**src/rtl/cafea_pkg.sv**
```systemverilog
// cafea_pkg: shared encodings, default durations and state packing for the coffee-machine controller.
package cafea_pkg;

    typedef enum logic [1:0] {
        IDLE = 2'd0,
        HEAT = 2'd1,
        POUR = 2'd2,
        DONE = 2'd3
    } phase_t;

    typedef enum logic [1:0] {
        NONE  = 2'd0,
        ESP   = 2'd1,
        LONG  = 2'd2,
        WATER = 2'd3
    } sel_t;

    localparam int HEAT_CYC_DEF  = 4;
    localparam int SHORT_CYC_DEF = 3;
    localparam int LONG_CYC_DEF  = 6;
    localparam int DONE_CYC_DEF  = 2;

    function automatic logic [3:0] pack_state(sel_t s, phase_t p);
        return {s, p};
    endfunction

endpackage

```
**src/rtl/cafea_btn_edge.sv**
```systemverilog
// cafea_btn_edge: rising-edge press detection on the three front-panel buttons.
module cafea_btn_edge (
    input  logic       clk,
    input  logic       reset,
    input  logic [2:0] btn,
    output logic [2:0] press
);

    logic [2:0] prev;

    always_ff @(posedge clk or negedge reset)
        if (!reset) prev <= 3'b000;
        else        prev <= btn;

    assign press = btn & ~prev;

endmodule

```
**src/rtl/cafea_fsm.sv**
```systemverilog
// cafea_fsm: sequences boiler heater and dispensing valves through heat/pour/done
// phases for the selected drink; state exposes {sel, phase}.
module cafea_fsm
    import cafea_pkg::*;
#(
    parameter int HEAT_CYC  = HEAT_CYC_DEF,
    parameter int SHORT_CYC = SHORT_CYC_DEF,
    parameter int LONG_CYC  = LONG_CYC_DEF,
    parameter int DONE_CYC  = DONE_CYC_DEF
) (
    input  logic       clk,
    input  logic       reset,
    input  logic       B1,
    input  logic       B2,
    input  logic       B3,
    output logic [3:0] state,
    output logic       EB,
    output logic       ER1,
    output logic       ER2
);

    localparam logic [7:0] HEAT_LD  = 8'(HEAT_CYC - 1);
    localparam logic [7:0] SHORT_LD = 8'(SHORT_CYC - 1);
    localparam logic [7:0] LONG_LD  = 8'(LONG_CYC - 1);
    localparam logic [7:0] DONE_LD  = 8'(DONE_CYC - 1);

    phase_t     phase, nphase;
    sel_t       sel, nsel;
    logic [7:0] cnt, ncnt;
    logic [2:0] press;
    logic       abort;

    cafea_btn_edge u_btn (
        .clk   (clk),
        .reset (reset),
        .btn   ({B3, B2, B1}),
        .press (press)
    );

    // B1+B2 held together cancels an active brew and beats counter expiry
    assign abort = B1 & B2 & (phase == HEAT || phase == POUR);

    always_comb begin
        nphase = phase;
        nsel   = sel;
        ncnt   = cnt - 8'd1;
        case (phase)
            IDLE: begin
                nsel   = press[0] ? ESP : press[1] ? LONG : press[2] ? WATER : NONE;
                nphase = |press ? HEAT : IDLE;
                ncnt   = |press ? HEAT_LD : cnt;
            end
            HEAT: begin
                if (abort) begin
                    nphase = DONE;
                    ncnt   = DONE_LD;
                end else if (cnt == 8'd0) begin
                    nphase = POUR;
                    ncnt   = (sel == ESP) ? SHORT_LD : LONG_LD;
                end
            end
            POUR: begin
                if (abort || cnt == 8'd0) begin
                    nphase = DONE;
                    ncnt   = DONE_LD;
                end
            end
            DONE: begin
                if (cnt == 8'd0) begin
                    nphase = IDLE;
                    nsel   = NONE;
                    ncnt   = 8'd0;
                end
            end
            default: begin
                nphase = IDLE;
                nsel   = NONE;
                ncnt   = 8'd0;
            end
        endcase
    end

    always_ff @(posedge clk or negedge reset)
        if (!reset) begin
            phase <= IDLE;
            sel   <= NONE;
            cnt   <= 8'd0;
        end else begin
            phase <= nphase;
            sel   <= nsel;
            cnt   <= ncnt;
        end

    assign state = pack_state(sel, phase);
    assign EB    = (phase == HEAT);
    assign ER1   = (phase == POUR) && (sel == ESP || sel == LONG);
    assign ER2   = (phase == POUR) && (sel == WATER);

endmodule

```
**config.mk**
```make
export PLATFORM = sky130hd
export DESIGN_NAME = cafea_fsm
export DESIGN_NICKNAME = d
export VERILOG_FILES = /design/src/rtl/cafea_pkg.sv /design/src/rtl/cafea_btn_edge.sv /design/src/rtl/cafea_fsm.sv
export SDC_FILE = /design/constraint.sdc
export NUM_CORES = 1
export LEC_CHECK = 0
export BUFFER_PORTS_ARGS = -buffer_cell sky130_fd_sc_hd__buf_2
export CAP_MARGIN = 10
export CORE_ASPECT_RATIO = 0.9
export CORE_MARGIN = 8
export CORE_UTILIZATION = 60
export CTS_BUF_LIST = sky130_fd_sc_hd__clkbuf_16
export DETAILED_ROUTE_END_ITERATION = 8
export PLACE_DENSITY = 0.84
export SLEW_MARGIN = 25
export SYNTH_ARGS = -nofsm -noshare
export SYNTH_HDL_FRONTEND = slang
export SYNTH_SLANG_ARGS = --single-unit
```
**constraint.sdc**
```tcl
create_clock -name clk -period 3.9 [get_ports clk]
set_input_delay 0.78 -clock clk [delete_from_list [all_inputs] [get_ports clk]]
set_output_delay 0.78 -clock clk [all_outputs]
set_load 0.01 [all_outputs]
```
# == Word-level counts from Yosys, hierarchy flattened ==
# Cells that the tools add are included.
# op_classes
add_sub_neg,1
eq_ne,10
mux,17
n_bitwise,4
n_reduce_logical,11
# ops
cell,n
$mux W8,5
$pmux W8 S4,1
$mux W2,7
$eq A2 B2 Y1 const B,4
$logic_not A8 Y1,1
$pmux W2 S4,1
$sub A8 B1 Y8 const B,1
$eq A2 B1 Y1 const B,2
$ne A2 B2 Y1 const B,2
$pmux W2 S2,1
$and A3 B3 Y3,1
$logic_or A1 B1 Y1,3
$mux W3,1
$ne A3 B1 Y1 const B,1
$not A3 Y3,1
$reduce_and A3 Y1,1
$reduce_or A3 Y1,1
$and A1 B1 Y1,2
$logic_and A1 B1 Y1,2
$logic_not A2 Y1,1
$ne A2 B1 Y1 const B,1
$reduce_and A2 Y1,1
$reduce_bool A2 Y1,1
$mux W1,1
# word_totals
ff_bits,15
out_inout_bits,7

# == Depth between registers and ports, before layout ==
# depth
depth_word,6
ltp_mapped,6
mapped_depth_nobuf,6

# == Modules after synthesis ==
# A second synthesis with hierarchy kept.
# hier_totals
hier_cells,104
hier_area_um2,1016.0
# modules_own_cells
module,instances,cells_each,area_per_inst_um2,seq_area_each_um2
cafea_fsm,1,98,899.6,300.3
cafea_btn_edge,1,6,116.4,75.1

# == Worst setup path before layout ==
# No wires, ideal clock.
# synth_path
kind,register to register
start,register phase[0]
end,register phase[1]
t_arrival_ns,1.754
t_required_ns,3.772
setup_slack_ns,2.019
stages_incl_launch_ff,7
path_buffers,0
synth_period_minus_slack_ns,1.881
cell_sequence,dfrtp_1 > inv_1 > ha_1 > and3_2 > o21bai_2 > and2_1 > mux2_1
# synth_rtl
element,line_no,source
from (decl),cafea_fsm.sv:27,"phase_t phase, nphase;"
from (signal assigned),cafea_fsm.sv:89,phase <= nphase;
$eq A2 B1 Y1 / $eq A2 B2 Y1 (equally long branches),"cafea_fsm.sv:41, cafea_fsm.sv:47",
$logic_or A1 B1 Y1,cafea_fsm.sv:41,assign abort = B1 & B2 & (phase == HEAT || phase == POUR);
$and A1 B1 Y1,cafea_fsm.sv:41,
$mux W2,cafea_fsm.sv:54,if (abort) begin
$pmux W2 S4 (*),cafea_fsm.sv:47,case (phase)
net nphase[1],cafea_fsm.sv:27,
# Mark *: on every way through the listed nets, which the timed path passes. The rest lies on a longest branch.
# A chain may end at the register's enable or synchronous reset.

# == Worst setup path in the final report ==
# layout_path
start,register phase[0]
end,output ER1
# layout_between
elab_chain_len,2
# layout_lines
element,line_no,source
$eq A2 B2 Y1,cafea_fsm.sv:96,assign ER1 = (phase == POUR) && (sel == ESP || sel == LONG);
$logic_and A1 B1 Y1,cafea_fsm.sv:96,
to (decl),cafea_fsm.sv:18,"output logic ER1,"
# Every way passes these cells.

==> qor.yml <==
outcome:
  status: "completed"
floorplan:
  initial_core_util: 0.620
  die_h_um: 54.7
  core_um2: 1610
  design.die.area_um2: 3230
  rows: 14
  num_io_pins: 12
  die_x_um: 59
clocking:
  numCtsBuffers: 3
  cts_hold_buf: 0
  insertion_delay_ns: 0.25
  h-tree-depth: 1
  cts_resized: 0
  post_cts_buffers: 0
  cts_sinks: 15
  clk_pin_slew_ns: 0.05
  cts_tree: "done"
  cts_buffer_depth: 2
  cts_root_buf: "clkbuf_16"
critical_path:
  critPathMaxFanout: 6
  rr_worst_depth: 6
  path_class: "reg -> out"
  slowest_stage: "dfrtp_1"
  end_kind: "output pin"
  crit_path_cell_trace: "inv_1 > ha_1 > nor2b_1 > buf_2"
  slowest_delay_ns: 0.41
  start_kind: "flop"
  arrival_ns: 1.31
  critPathRequiredTime_ns: 3.12
cells_and_area:
  layout_common_cells: "dfrtp_1 (15), buf_2 (11), inv_1 (8), nand2_1 (8), ha_1 (8)"
  diodes: 0
  drive_above_1_share: 0.231
  area_delta_synth_final_pct: 15.8
  nNetsFinal: 131
  mostFrequentLayoutCell: "dfrtp_1"
job:
  cap_violations: 0
global_route:
  grt.total_usage: 0.158
  grt_max_degree: 16
  grt_pass1_wl_mm: 3.86
  antenna_found_initial: 0
  grt-ovfl-total: 0
  grt_pass1_vias: 866
placement:
  dp_hpwl_mm: 1.69
  pre_cts_slack_ns: 1.80
  gp_congestion: 0.803
  numPortBuffers: 11
sta:
  max-slew-margin-rel: 0.712
  worst_slack_ns: 1.81
  period_share: 0.536
  finalCriticalPeriod_ns: 2.09
  setup_violations: 0
  worstMarginPinSlew_ns: 0.431
  slew_viol_final: 0
  finalHoldViolCount: 0
  clock.fmax_mhz: 478
  fin_skew_ns: 0.000765
  setup-tns-final_ns: 0
  rsz0062_at_grt: "no"
synthesis:
  avgSynthCellArea_um2: 9.60
  postSynthCellCount: 104
  synth.distinct_cells: 42
  synthesis.nets: 117
  yosysWarnings: 0
  yosysSeqAreaShare: 0.376
  synthesis.area_um2: 998
  yosys_register_bits: 15
power_and_ir_drop:
  p_per_area_nw_per_um2: 896
  irDropWorstVdd_uv: 610
  p_leak_nw: 0.516
routing:
  antenna_left: 0
  drc: 0
  via_per_inst: 6.22
  num_vias: 877
  drtIter0Drc: 39
  wl_mm: 2.34
  drtPass1Iterations: 4
  wl_per_cell_um: 16.6
hold_path:
  min_path_type: "in -> async"
[cell usage after synthesis, drive strengths merged]
cell | number | area (um2)
clkbuf | 2 | 7.51
a211oi | 1 | 7.51
or4 | 3 | 26.3
nor2b | 2 | 12.5
a311oi | 1 | 8.76
a2bb2oi | 1 | 8.76
or3b | 1 | 8.76
and2 | 2 | 12.5
nand2 | 9 | 36.3
xor2 | 1 | 8.76
nor4 | 3 | 40.0
a21oi | 3 | 15.0
xnor2 | 1 | 8.76
a22oi | 1 | 12.5
inv | 8 | 30.0
ha | 8 | 100
o311ai | 3 | 26.3
mux2 | 2 | 22.5
and4b | 1 | 10.0
nor2 | 4 | 17.5
o31ai | 1 | 7.51
nand3b | 1 | 7.51
nor3b | 1 | 7.51
a31o | 1 | 8.76
o21ai | 7 | 35.0
nand2b | 4 | 25.0
or4b | 1 | 10.0
and3 | 1 | 7.51
nand3 | 4 | 20.0
dfrtp | 15 | 375
o22ai | 1 | 6.26
nor3 | 3 | 15.0
o211ai | 1 | 7.51
a41oi | 1 | 8.76
nand4 | 4 | 25.0
o21bai | 1 | 11.3
[stage by stage]
step                      std cells  hold WS (ns)  total power [mW]  utilization  cell area (um2)
after floorplan                 104         0.484             0.679            -              998
after global routing            141         0.466              1.10        0.717             1160
after global placement          137         0.547             0.794        0.668             1080
after CTS                       141         0.445              1.03        0.717             1160
final                           141         0.429              1.04        0.717             1160
after detailed placement        137         0.574             0.822        0.668             1080
[path summary, 6_finish.rpt]
| check | to | slack [ns] | from |
|---|---|---|---|
| worst max-delay path | ER1 | 1.81 | phase[0] |
| worst min-delay path | phase[0] | 0.43 | reset |
| worst max register to register | cnt[6] | 1.82 | phase[0] |
| worst min register to register | phase[1] | 0.58 | phase[1] |
| max in group asynchronous | cnt[4] | 3.22 | reset |
| min in group clk | phase[1] | 0.58 | phase[1] |
[kinds of logic after synthesis]
family,synth area share
XOR/XNOR,0.0175
flip-flops,0.376
AO/OA/AOI/OAI,0.164
adder cells (fa/ha/maj),0.100
AND/OR/NAND/NOR,0.282
multiplexers,0.0226
buffers and inverters,0.0376
[state kept, by name, indices dropped and copies added, names as in the netlist]
name	count
cnt	8
phase	2
sel	2
u_btn.prev	3
[critical path: cells and delay by family (launching register included)]
kind                     cells  cell delay (ns)
buffers and inverters        2             0.24
AND/OR/NAND/NOR              1             0.16
flip-flops                   1             0.41
adder cells (fa/ha/maj)      1             0.25
[power by group]
group | internal [mW] | total [mW] | switching, mW
Combinational | 0.236 | 0.568 | 0.333
Sequential | 0.208 | 0.263 | 0.0551
Clock | 0.137 | 0.204 | 0.0668
Total | 0.581 | 1.04 | 0.455
[area by class of cell]
cell class                      count  area (um2)
Multi-Input combinational cell     79         586
Fill cell                         134         455
Sequential cell                    15         375
Clock buffer                        3        75.1
Timing Repair Buffer               11        55.1
Inverter                            8        30.0
Tap cell                           24        30.0
Clock inverter                      1        5.00
[layer usage]
| layer | vias to the layer above | global-route usage | wire (um) | share of wire |
|---|---|---|---|---|
| met5 | - | 0 | 0 | 0 |
| met4 | 0 | 0.0833 | 45 | 0.019 |
| met3 | 5 | 0.0376 | 114 | 0.049 |
| met2 | 26 | 0.275 | 1160 | 0.49 |
| met1 | 428 | 0.179 | 1020 | 0.44 |
| li1 | 418 | - | - | - |
(Power assumes the default switching activity.)
